### config.mk
export PLATFORM = sky130hd
export DESIGN_NAME = regfile_wb_scheduler
export DESIGN_NICKNAME = d
export VERILOG_FILES = /design/src/rtl/regfile_wb_scheduler.sv
export SDC_FILE = /design/constraint.sdc
export NUM_CORES = 1
export LEC_CHECK = 0
export ABC_AREA = 1
export BUFFER_PORTS_ARGS = -buffer_cell sky130_fd_sc_hd__buf_2
export CAP_MARGIN = 20
export CORE_MARGIN = 2
export CORE_UTILIZATION = 31
export DETAILED_ROUTE_END_ITERATION = 8
export HOLD_SLACK_MARGIN = 0.02
export PLACE_DENSITY_LB_ADDON = 0.1
export SETUP_SLACK_MARGIN = 0.02
export SLEW_MARGIN = 5
export SYNTH_ARGS = -nofsm -noshare
export SYNTH_HDL_FRONTEND = slang
export SYNTH_SLANG_ARGS = --single-unit
### constraint.sdc
create_clock -name clk -period 2.3 [get_ports clk]
set_clock_uncertainty 0.2 [all_clocks]
set_input_delay 0.345 -clock clk [delete_from_list [all_inputs] [get_ports clk]]
set_output_delay 0.345 -clock clk [all_outputs]
set_load 0.02 [all_outputs]
### src/rtl/regfile_wb_scheduler.sv
// Writeback scheduler for the 32x32 register bank: arbitrates ALU and memory
// writebacks onto the single write port and tracks pending writes for issue hazards.
module regfile_wb_scheduler #(
  parameter int WIDTH = 32
) (
  input  logic             clk,
  input  logic             rst_n,
  input  logic             issue_valid,
  input  logic [4:0]       issue_rs1,
  input  logic [4:0]       issue_rs2,
  input  logic [4:0]       issue_rd,
  input  logic             issue_wr,
  output logic             issue_stall,
  input  logic             alu_wb_valid,
  input  logic [4:0]       alu_wb_rd,
  input  logic [WIDTH-1:0] alu_wb_data,
  output logic             alu_wb_ready,
  input  logic             mem_wb_valid,
  input  logic [4:0]       mem_wb_rd,
  input  logic [WIDTH-1:0] mem_wb_data,
  output logic             mem_wb_ready,
  output logic             rf_we,
  output logic [4:0]       rf_rd,
  output logic [WIDTH-1:0] rf_wdata,
  output logic [31:0]      pending
);

  typedef enum logic {
    GRANT_ALU = 1'b0,
    GRANT_MEM = 1'b1
  } grant_e;

  grant_e      last_grant;
  logic        grant_alu;
  logic        grant_mem;
  logic [31:0] pending_set;
  logic [31:0] pending_clr;

  // Handshake: a requester raises valid with a stable rd/data and holds both
  // until it sees ready in the same cycle; valid && ready is the transfer, and
  // ready never waits on anything but the other requester's valid.
  always_comb begin
    grant_alu = alu_wb_valid && (!mem_wb_valid || (last_grant == GRANT_MEM));
    grant_mem = mem_wb_valid && !grant_alu;
    alu_wb_ready = grant_alu;
    mem_wb_ready = grant_mem;
  end

  // Hazards are judged against registered pending only; there is no bypass.
  always_comb begin
    issue_stall = issue_valid &&
                  (pending[issue_rs1] || pending[issue_rs2] ||
                   (issue_wr && pending[issue_rd]));
    pending_set = '0;
    if (issue_valid && issue_wr && !issue_stall && (issue_rd != 5'd0))
      pending_set[issue_rd] = 1'b1;
    pending_clr = '0;
    if (rf_we)
      pending_clr[rf_rd] = 1'b1;
  end

  always_ff @(posedge clk) begin
    if (!rst_n) begin
      pending    <= '0;
      rf_we      <= 1'b0;
      rf_rd      <= '0;
      rf_wdata   <= '0;
      last_grant <= GRANT_MEM;
    end else begin
      pending <= ((pending & ~pending_clr) | pending_set) & 32'hFFFF_FFFE;
      rf_we   <= 1'b0;
      if (grant_alu) begin
        last_grant <= GRANT_ALU;
        if (alu_wb_rd != 5'd0) begin
          rf_we    <= 1'b1;
          rf_rd    <= alu_wb_rd;
          rf_wdata <= alu_wb_data;
        end
      end else if (grant_mem) begin
        last_grant <= GRANT_MEM;
        // x0 writes are consumed here so the bank never sees them.
        if (mem_wb_rd != 5'd0) begin
          rf_we    <= 1'b1;
          rf_rd    <= mem_wb_rd;
          rf_wdata <= mem_wb_data;
        end
      end
    end
  end

endmodule

==> results of run 1 <==
## Yosys cell counts (2+ instances only)
cell type | instances | share of area, %
a21oi_1 | 32 | 3.8
a311oi_1 | 2 | 0.41
a31oi_1 | 35 | 5.2
buf_1 | 2 | 0.18
buf_2 | 10 | 1.2
buf_4 | 3 | 0.53
buf_6 | 8 | 2.1
clkbuf_1 | 19 | 1.7
dfxtp_1 | 70 | 33
inv_1 | 57 | 5.0
nand2_1 | 204 | 18
nand3_1 | 87 | 10
nand3_2 | 10 | 2.4
nor2_1 | 41 | 3.6
nor3_1 | 8 | 0.94
o211ai_1 | 2 | 0.35
o21ai_0 | 76 | 9.0
o21ai_1 | 4 | 0.47
## sequential cells by signal, summed over array words and instances, names as in the netlist
signal,flops
pending,31
rf_wdata,32
rf_we,1
last_grant,1
rf_rd,5
## worst paths after layout
check	slack, ns	depth (start not counted)	to
max	-0.02	11	issue_stall
min reg2reg	0.28	2	last_grant$_SDFFE_PN1P_
min	0.04	2	last_grant$_SDFFE_PN1P_
max reg2reg	0.14	13	pending[30]$_SDFF_PN0_
## power breakdown
group / internal, mW / total (mW) / switching [mW]
clock network: 0.782 / 1.29 / 0.504
logic: 0.268 / 0.756 / 0.488
registers: 1.28 / 1.33 / 0.0463
total: 2.33 / 3.37 / 1.04
## final cells by class
class                   count  area (sq um)
repair buffers            205          1190
clock inverters             1          5.00
inverters                  60           228
multi-input cells         511          2490
flip-flops and latches     70          1440
well taps                 176           220
clock buffers              14           264
fillers                  1443          7460
## stage by stage
step | instance area (sq um) | std cells | power, mW | worst slack (ns)
after floorplan | 4240 | 682 | 1.80 | 0.307
after global placement | 5380 | 1019 | 2.08 | -0.263
after detailed placement | 5380 | 1019 | 2.09 | -0.362
after CTS | 5730 | 1034 | 3.37 | 0.00629
after global routing | 5830 | 1037 | 3.54 | -0.0759
final | 5830 | 1037 | 3.37 | -0.0178
## logic make-up after synthesis
family,after synthesis,share of synthesized area [%]
buffers and inverters,102,11.1
AND/OR/NAND/NOR,355,36.1
AO/OA/AOI/OAI,154,19.7
other,1,0.0884
flip-flops,70,33.0
## what timing repair did
action	CTS	global route
cloned	0	1
setup endpoints to repair	25	32
gates resized for setup	36	30
buffers inserted	0	2
pin swaps	7	10
## worst max-delay path, cell delays in order, from the launching register on
cell      delay (ns)
dfxtp_4         0.37
inv_2           0.04
o21ai_1         0.12
nand2_1         0.06
nand2_1         0.10
nand2_1         0.08
nand2_2         0.10
nor2_4          0.05
a21boi_4        0.24
o21ai_4         0.10
inv_2           0.06
buf_6           0.10
## layer usage
metal | GRT usage (%) | vias up | routed length [microns]
li1 | - | 2611 | -
met2 | 36.3 | 223 | 7500
met4 | 9.30 | 0 | 518
met1 | 27.6 | 2422 | 6820
met5 | 0 | - | 0
met3 | 5.31 | 37 | 1370
==> run metrics, run 1 <==
Setup crit start kind flop; Die Height 121 microns; # hold bufs at CTS 0; reg2reg start pending[15]$_SDFF_PN0_; H-Tree Level Count 3; DRC violations left 0; clk sinks 70; final period utilization 101%; root buffer cell clkbuf_16; die outline width 121 microns; gr usage total 22.1%; commonest non-fill, non-tap cells in the layout nand2_1 (198), buf_2 (164), nand3_1 (81); Slew Limit Fails 0; synth unique cells 30; flops & latches, synth 70; crit path from pending[8]$_SDFF_PN0_; Fin. Hold Viols 0; antenna violations before repair 0; CP max FO 4; Starting Density 31.9%; Hold WS 0.0389 ns; Routed wire per std cell 15.6 microns; Synth Net Count 777; global-route wire length before repair 25700 microns; pin count of the biggest net entering global routing 65; synthesis-to-finish area growth 37.6%; syn avg cell area 6.22 sq um; worst slew pin tran 0.501 ns; fin util 43.9%; IO buf count 166; Final Critical Period 2.32 ns; drt first-iter violations 284; Crit path required time 1.75 ns; Post-DP HPWL 12100 microns; Worst setup EP type output pin; antenna diode count 0; vias in the first global route 5069; CP arrival 1.77 ns; clk slew on worst S/H paths 0.06 ns; nets@finish 952; Routed WL 16200 microns; Post-Syn Area 0.00424 sq mm; Yosys Warn Count 0; sequential fraction of the synthesis area 33.0%; GP Congestion 0.924; Worst VDD drop 0.391 mV; Hold Startpoint alu_wb_valid; # rows 42; Hold Path Class input port to flop; Leakage 2.72 nW; Setup WS post-layout -0.0178 ns; fraction of layout cells with a size suffix above 1 32.8%; Post-synth EDFFs 0; Fmax achieved 0.431 GHz; Syn Inst Count 682; CTS max path bufs 2; RSZ-0062 raised after global routing yes; Top FF cell, synth dfxtp_1; boundary pin count 168; total number of vias 5293; setup_tns -0.0178 ns; Core ar. 0.0133 sq mm; Final setup viols 1; GRT overflow 0; Routed Antenna Nets 0; CTS tree yes; ys async rst share 0%; outcome finished with violations; worst setup path class flop to output pin; max-cap violations 0; vias per cell 5.10; CTS buffer count 9; Pre-antenna DRT Iters 5; clk_lat worst skew 0.34 ns; power density cells 578 mW/mm^2; Max-slew headroom 66.5%; violated checks negative setup slack; die area 0.0146 sq mm; most common cell after layout, fill and taps aside nand2_1
Power figures use the tool's default switching activity.
==> run 2, diff against run 1 <==
ABC_AREA = unset   (was 1)
==> run 2 against run 1 <==
Net effect:
- the flow still finishes with violations (negative setup slack)
- sequential power about the same
- worst setup slack got worse by 0.36 ns
- via count decreased by 12%
- global-route usage decreased by 0.42 points
- register-to-register slack got worse by 0.48 ns
- clock-buffer cell count decreased by 2
- highest routed layer unchanged
- synthesized cell count decreased by 27%
==> run metrics, run 2 <==
Routed wire per std cell 18.2 microns; Slowest Stage Delay on Critical Path 0.45 ns; global-route wire length before repair 24000 microns; ys async rst share 0%; Largest register FFs 32; root buffer cell clkbuf_16; setup_tns -9.91 ns; worst setup path class flop to output pin; CP arrival 2.13 ns; most common cell after layout, fill and taps aside buf_2; Crit-path slowest cell mux4_2; Leakage 2.75 nW; outcome finished with violations; commonest non-fill, non-tap cells in the layout buf_2 (165), nand2_1 (112), dfxtp_1 (68); GRT overflow 0; Worst setup EP type output pin; synthesis-to-finish area growth 45.7%; Design Area, Final 0.00597 sq mm; # hold bufs at CTS 0; H-Tree Level Count 3; Die Height 119 microns; Crit path required time 1.75 ns; Synth top area share 34.2%; WHS Path Cells 3; antenna violations before repair 0; CP max FO 3; Comb pwr share 20.9%; Setup crit start kind flop; flops & latches, synth 70; RSZ-0062 raised after global routing yes; R2R depth 8; Area contributors post-synth dfxtp_1 (34%), nand2_1 (10%), a311oi_1 (8.8%); IO buf count 166; die outline width 119 microns; CP Cell Sequence mux4_2 > mux2_4 > nand3b_1 > nand4_1 > buf_4 > nor3_4 > a21boi_2 > buf_6; # rows 41; r2r endpoint pending[18]$_SDFF_PN0_; CTS max path bufs 2; reg2reg start pending[19]$_SDFF_PN0_; Commonest cells post-synth nand2_1 (112), dfxtp_1 (70), nor2_1 (49), a311oi_1 (41); worst slew pin tran 0.680 ns; nets@finish 801; Fin. Hold Viols 0; Clk pwr share 40.5%; antenna diode count 0; clk_lat worst skew 0.33 ns; Top FF cell, synth dfxtp_1; Post-DP HPWL 11900 microns; Routed Antenna Nets 0; Worst VDD drop 0.292 mV; synth unique cells 45; total number of vias 4680; max-cap violations 0; gr usage total 21.7%; registers with the most flip-flops rf_wdata: 32 flops, pending: 31 flops, rf_rd: 5 flops; vias per cell 5.30; P_sw 0.988 mW; DRC violations left 0; Top reg by flops rf_wdata; power density cells 579 mW/mm^2; dpl cell area 0.00552 sq mm; fraction of power spent switching nets 28.6%; clk slew on worst S/H paths 0.06 ns; Seq pwr share 38.5%; Setup WS post-layout -0.373 ns; Hold WS 0.0653 ns; Post-synth EDFFs 0; Fmax achieved 0.374 GHz; top-count cell post-synth nand2_1; Hold Startpoint alu_wb_data[17]; Syn Inst Count 501; drt first-iter violations 250; pin count of the biggest net entering global routing 76; CTS tree yes; vias in the first global route 4448; Pre-antenna DRT Iters 4; Synth Net Count 596; violated checks negative setup slack; CTS buffer count 9; clk sinks 70; Routed WL 16000 microns; Core ar. 0.0128 sq mm; final period utilization 116%; Slew Limit Fails 0; fraction of layout cells with a size suffix above 1 43.2%; Post-Syn Area 0.00410 sq mm; GP Congestion 0.939; Pint 2.47 mW; Yosys Warn Count 0; Synth area leader dfxtp_1; Starting Density 32.1%; FF-to-FF setup slack -0.34 ns; worst hold endpoint rf_wdata[17]$_SDFFE_PN0P_; Final setup viols 32; Max-slew headroom 54.6%; die area 0.0141 sq mm; sequential fraction of the synthesis area 34.2%; Final Critical Period 2.67 ns; boundary pin count 168; Hold Path Class input port to flop; syn avg cell area 8.17 sq um
==> run 2: cell count changes after synthesis, sizes merged, moves of 26 or more <==
cell / before / now
a311oi: 2 / 41
nand2: 205 / 112
a21oi: 32 / 1
nand3: 97 / 9
o21ai: 80 / 32
a31oi: 35 / 1
o211ai: 2 / 34
inv: 59 / 7
mux2i: 0 / 26
==> run 2: how the worst max path moves through the flow <==
stage | startpoint | endpoint | slack (ns) | depth (start not counted)
after floorplan | issue_rs2[0] | pending[4]$_SDFF_PN0_ | -0.13 | 8
after global placement | issue_rs2[1] | pending[28]$_SDFF_PN0_ | -0.44 | 8
after detailed placement | issue_rd[0] | pending[28]$_SDFF_PN0_ | -0.45 | 8
after CTS | pending[19]$_SDFF_PN0_ | issue_stall | -0.39 | 8
after global routing | pending[18]$_SDFF_PN0_ | issue_stall | -0.45 | 8
final | pending[18]$_SDFF_PN0_ | issue_stall | -0.37 | 8
==> run 2: repair_timing <==
item	4_1_cts	5_1_grt
cloned	0	3
pin swaps	3	9
setup buffers	2	0
endpoints found under the setup margin	32	32
resized for setup	9	12
==> run 2: cell type report <==
cell class | instances | area (sq um)
Clock buffer | 12 | 256
Clock inverter | 4 | 45.0
Fill cell | 1279 | 6810
Inverter | 7 | 26.3
Multi-Input combinational cell | 379 | 2530
Sequential cell | 70 | 1410
Tap cell | 172 | 215
Timing Repair Buffer | 239 | 1490
==> run 2: routing by layer <==
metal	part of all wire, %	GRT usage (%)	vias to the layer above
li1	-	-	2241
met1	42	27.2	2192
met2	47	35.8	216
met3	7.6	4.60	31
met4	2.9	9.60	0
met5	0	0	-
==> run 2: critical path: cells and delay by family (launching register included) <==
family	cells	cell delay (ns)
buffers and inverters	2	0.29
flip-flops	1	0.36
multiplexers	2	0.73
AO/OA/AOI/OAI	1	0.08
AND/OR/NAND/NOR	3	0.34
==> run 2: logic make-up (layout without fill, tap and decap cells) <==
logic type / count (synthesis) / in the layout / share of synthesized area, %
flip-flops: 70 / 70 / 34.2
AND/OR/NAND/NOR: 216 / 216 / 23.7
other: 1 / 1 / 0.0916
AO/OA/AOI/OAI: 123 / 123 / 24.0
multiplexers: 39 / 39 / 12.3
buffers and inverters: 52 / 262 / 5.74
==> run 2: power groups by stage <==
stage / Combinational, mW / Sequential [mW] / Clock [mW]
after detailed placement: 0.704 / 1.36 / 0
after global routing: 0.787 / 1.34 / 1.49
after global placement: 0.698 / 1.36 / 0
after CTS: 0.714 / 1.33 / 1.42
final: 0.724 / 1.33 / 1.40
after floorplan: 0.339 / 1.43 / 0
==> run 2: metrics by stage <==
step / total power, mW / worst slack (ns) / std cells / utilization [%]
finish: 3.46 / -0.373 / 883 / 46.7
global placement: 2.05 / -0.438 / 862 / 43.2
detailed placement: 2.06 / -0.445 / 862 / 43.2
CTS: 3.47 / -0.389 / 880 / 45.9
global route: 3.62 / -0.450 / 883 / 46.7
floorplan: 1.77 / -0.133 / 501 / -
